**src/rtl/pipeline_ctrl.sv**
```systemverilog
// pipeline_ctrl: prioritized latch enable/flush sequencing with DWAIT watchdog, sticky halt and perf counters
module pipeline_ctrl #(
  parameter int DWAIT_MAX = 64,
  parameter int CNT_W = 16
) (
  input  logic             CLK,
  input  logic             RST,
  input  logic [4:0]       id_rsel1,
  input  logic [4:0]       id_rsel2,
  input  logic             id_use_rs,
  input  logic             id_use_rt,
  input  logic             ex_memread,
  input  logic [4:0]       ex_writeReg,
  input  logic             branch_taken,
  input  logic             jump,
  input  logic             ihit,
  input  logic             dmem_req,
  input  logic             dhit,
  input  logic             halt_wb,
  output logic             pc_en,
  output logic             ifid_en,
  output logic             idex_en,
  output logic             exmem_en,
  output logic             memwb_en,
  output logic             ifid_flush,
  output logic             idex_flush,
  output logic             exmem_flush,
  output logic             halted,
  output logic             mem_timeout,
  output logic [CNT_W-1:0] stall_cycles,
  output logic [CNT_W-1:0] flush_events
);
  typedef enum logic [1:0] {RUN, DWAIT, HALT} state_t;
  state_t st, nxt;
  logic lu, live, frz;
  logic [7:0] act;
  logic [15:0] wait_cnt;
  assign lu = ex_memread && ex_writeReg != 5'd0 &&
              ((id_use_rs && id_rsel1 == ex_writeReg) || (id_use_rt && id_rsel2 == ex_writeReg));
  // act = {pc, ifid, idex, exmem, memwb enables, ifid/idex/exmem flushes}
  always_comb begin
    live = st == RUN || (st == DWAIT && dhit);
    frz = st == RUN && dmem_req && !dhit;
    act = !live || halt_wb || frz ? 8'b00000_000 :
          branch_taken ? 8'b11111_110 :
          lu ? 8'b00111_010 :
          jump ? 8'b11111_100 :
          !ihit ? 8'b01111_100 : 8'b11111_000;
    if (RST) act = 8'b00000_111;
    nxt = st == HALT || (live && halt_wb) ? HALT :
          frz || (st == DWAIT && !dhit) ? DWAIT : RUN;
  end
  assign {pc_en, ifid_en, idex_en, exmem_en, memwb_en, ifid_flush, idex_flush, exmem_flush} = act;
  assign halted = st == HALT && !RST;
  always_ff @(posedge CLK) begin
    if (RST) begin
      st <= RUN;
      wait_cnt <= '0;
      mem_timeout <= 1'b0;
      stall_cycles <= '0;
      flush_events <= '0;
    end else begin
      st <= nxt;
      wait_cnt <= st == DWAIT ? wait_cnt + 16'(wait_cnt != '1) : '0;
      mem_timeout <= mem_timeout || (st == DWAIT && wait_cnt == 16'(DWAIT_MAX));
      stall_cycles <= stall_cycles + CNT_W'(st != HALT && !pc_en && stall_cycles != '1);
      flush_events <= flush_events + CNT_W'((|act[2:0]) && flush_events != '1);
    end
  end
endmodule

```
**config.mk**
```make
export PLATFORM = sky130hd
export DESIGN_NAME = pipeline_ctrl
export DESIGN_NICKNAME = d
export VERILOG_FILES = /design/src/rtl/pipeline_ctrl.sv
export SDC_FILE = /design/constraint.sdc
export NUM_CORES = 1
export LEC_CHECK = 0
export CAP_MARGIN = 20
export CORE_MARGIN = 2
export CORE_UTILIZATION = 43
export DETAILED_ROUTE_END_ITERATION = 10
export PLACE_DENSITY = 0.87
export SYNTH_ARGS = -nofsm -noshare
export SYNTH_HDL_FRONTEND = slang
export SYNTH_SLANG_ARGS = --single-unit
```
**constraint.sdc**
```tcl
create_clock -name CLK -period 2.8 [get_ports CLK]
set_clock_uncertainty 0.1 [all_clocks]
set_input_delay 0.56 -clock CLK [delete_from_list [all_inputs] [get_ports CLK]]
set_output_delay 0.56 -clock CLK [all_outputs]
set_load 0.005 [all_outputs]
```
==> run_results.csv <==
group,metric,value,unit
layout,fillers,442,
route,ant_nets,0,
power_and_ir_drop,finalPower,1380,uW
layout,final_common_cell,"dfxtp_1",
clocking,clkLatencyLatePin,0.31,ns
run_status,outcome,"complete, no violations",
min_path,hold_end,"flush_events[15]",
sta,setup-violations-final,0,
power_and_ir_drop,p_leak,0.00137,uW
floorplanning,core,0.00554,mm^2
yosys,syn_nets,317,
worst_setup_path,worst-r2r-cell-count,12,
global_routing,grt-ovfl-total,0,
layout,n_antenna_cell,0,
clocking,cts_tree,"built",
yosys,synth_xor_xnor_area_share,0.149,
global_routing,grt_max_degree,30,
layout,fin_nets,415,
clocking,htree_levels,2,
worst_setup_path,cp-end-kind,"output port",
sta,period_share,0.983,
yosys,ys_warn_count,0,
route,route.final.wire_length,6.88,mm
route,dr.pass1.iters,4,
worst_setup_path,crit_arrival,2.09,ns
worst_setup_path,cp-startpoint,"dmem_req",
sta,period_needed,2.75,ns
worst_setup_path,cp-start-kind,"input pin",
placed_design,place_hpwl,4.61,mm
floorplanning,rows,27,
global_routing,grt_pass1_vias,2366,
yosys,synth_area,0.00248,mm^2
worst_setup_path,reg2reg_to,"flush_events[6]",
yosys,synth.distinct_cells,35,
layout,final_cells,456,
sta,worst_slew_pin_slew,0.510,ns
worst_setup_path,crit_fanout,3,
yosys,synth_mux_area_frac,0,
layout,multi_input_area,0.00154,mm^2
sta,setup_tns,0,ns
route,avgRoutedWirePerCell,15.1,um
placed_design,gp_congestion,0.841,
layout,seqCellArea,0.00102,mm^2
min_path,worstHoldStart,"flush_events[15]",
floorplanning,ios,68,
worst_setup_path,critPathKind,"input pin to output port",
clocking,clock_sinks,51,
global_routing,grt_first_pass_wirelength,11.2,mm
yosys,syn_avg_cell_area,8.69,um^2
route,num_vias,2498,
yosys,synth_compound_area_frac,0.0894,
layout,post-route-util,0.654,
placed_design,dp.cells,440,
sta,maxSlewViolCount,0,
yosys,synthSimpleGateAreaFrac,0.292,
global_routing,track_usage,0.222,
route,vias_per_cell,5.48,
flow_run,drv_cap,0,
floorplanning,initial_utilization,0.447,
yosys,synth_seq_cells,51,
global_routing,antenna_found_initial,0,
route,drc,0,
layout,drive_above_1_share,0.211,
yosys,synth_fa_ha_area_frac,0.0303,
layout,layout-area-overhead-vs-synth,46.3,%
floorplanning,dieArea,0.00638,mm^2
clocking,cts-buffers-inserted,5,
min_path,hold_class,"flop to flop",
sta,relSlewSlack,0.659,
floorplanning,die_x,79.9,um
yosys,syn_inst,285,
clocking,cts.clk_slew.worst_paths,0.10,ns
sta,fmax,0.363,GHz
placed_design,io_buffers,67,
sta,fin_hold_ws,0.417,ns
sta,finalHoldViolCount,0,
route,dr.first_iter.drc_count,105,
worst_setup_path,ff2ff_setup_slack,0.17,ns
min_path,whs_path_depth,2,
power_and_ir_drop,peakVddDrop,0.209,mV
worst_setup_path,required,2.14,ns
layout,mostFrequentLayoutCells,"50 x dfxtp_1, 43 x clkdlybuf4s50_1, 40 x nor2_1",
yosys,synth_top_family_by_area,"simple AND/OR/NAND/NOR gates",
power_and_ir_drop,power_density,380,mW/mm^2
clocking,clock-root-buffer,"clkbuf_8",
clocking,cts_buffer_depth,2,
worst_setup_path,r2r_start,"flush_events[4]",
floorplanning,die_y,79.9,um
yosys,ys_seq_area_frac,0.412,
==> final cells by class <==
type	count	share of cell area
repair buffers	100	0.238
well taps	72	0.0249
flip-flops and latches	51	0.282
multi-input cells	219	0.425
inverters	6	0.00622
clock buffers	6	0.0200
clock inverters	2	0.00345
==> flip-flops by register name, summed over array words and instances, names as in the netlist <==
| register | cells |
|---|---|
| wait_cnt | 16 |
| flush_events | 16 |
| stall_cycles | 16 |
| mem_timeout | 1 |
| st | 2 |
==> power breakdown <==
group | switching (uW) | internal, uW | total, uW
clock network | 253 | 175 | 428
registers | 18.4 | 737 | 755
logic | 82.7 | 109 | 192
total | 354 | 1020 | 1380
==> logic make-up after synthesis <==
logic type	after synthesis
AO/OA/AOI/OAI	37
XOR/XNOR	42
adder cells (fa/ha/maj)	6
buffers and inverters	15
flip-flops	51
AND/OR/NAND/NOR	134
==> worst max-delay path by stage <==
stage	cells after the start	to
3_3_place_gp	6	ifid_flush
3_5_place_dp	12	flush_events[14]
5_1_grt	8	exmem_en
6_report	8	idex_en
2_1_floorplan	11	flush_events[12]
4_1_cts	15	stall_cycles[6]
==> Yosys cell counts <==
library cell  number  area [um^2]
nand3_1           19         95.1
xnor2_1           22          193
o21a_1             3         22.5
buf_1              1         3.75
nand4_2            1         12.5
dfxtp_1           51         1020
nand2_1           15         56.3
nand4_1            8         50.1
or2_2              1         6.26
nor2_1            43          161
or4_1              2         15.0
xor2_1            20          175
and4_4             2         22.5
nand2b_1           2         12.5
o211ai_2           1         12.5
nor3_1             2         10.0
or3_1             10         62.6
and3_1            13         81.3
buf_4              3         22.5
o22ai_1            1         6.26
clkbuf_1           5         18.8
a21o_1             1         7.51
inv_1              6         22.5
ha_1               6         75.1
nor2b_1            4         25.0
a221o_1            1         10.0
nand4_4            2         42.5
and2_1             1         6.26
and4_1             3         26.3
nor4_1             6         37.5
a22o_1             1         8.76
a211oi_1           2         15.0
a41oi_1            1         8.76
a21oi_1           14         70.1
o21ai_0           12         60.1
==> worst max-delay path, cell delays in order <==
cell	delay, ns
dlygate4sd2_1	0.27
nor2_2	0.14
o21ai_1	0.09
buf_4	0.15
nor2_2	0.12
buf_4	0.14
buf_4	0.11
clkdlybuf4s50_1	0.49
==> per-layer routing <==
metal  GRT usage  part of all wire  vias to the layer above
met5           0                 0                        -
met4      0.0847             0.031                        0
met3      0.0441             0.045                       19
met2       0.386              0.51                       81
met1       0.269              0.42                     1203
li1            -                 -                     1195
==> stage by stage <==
step,worst slack (ns),instance area (um^2)
6_report,0.0489,3620
5_1_grt,-0.00502,3620
3_3_place_gp,-0.423,3380
4_1_cts,0.00845,3540
2_1_floorplan,0.0751,2480
3_5_place_dp,-0.554,3380
==> timing repair <==
action / in CTS / in global routing
resized for setup: 52 / 35
pin swaps: 23 / 20
hold buffers: 0 / 0
setup endpoints to repair: 24 / 28
buffers inserted: 6 / 2
Power figures use the tool's default switching activity.
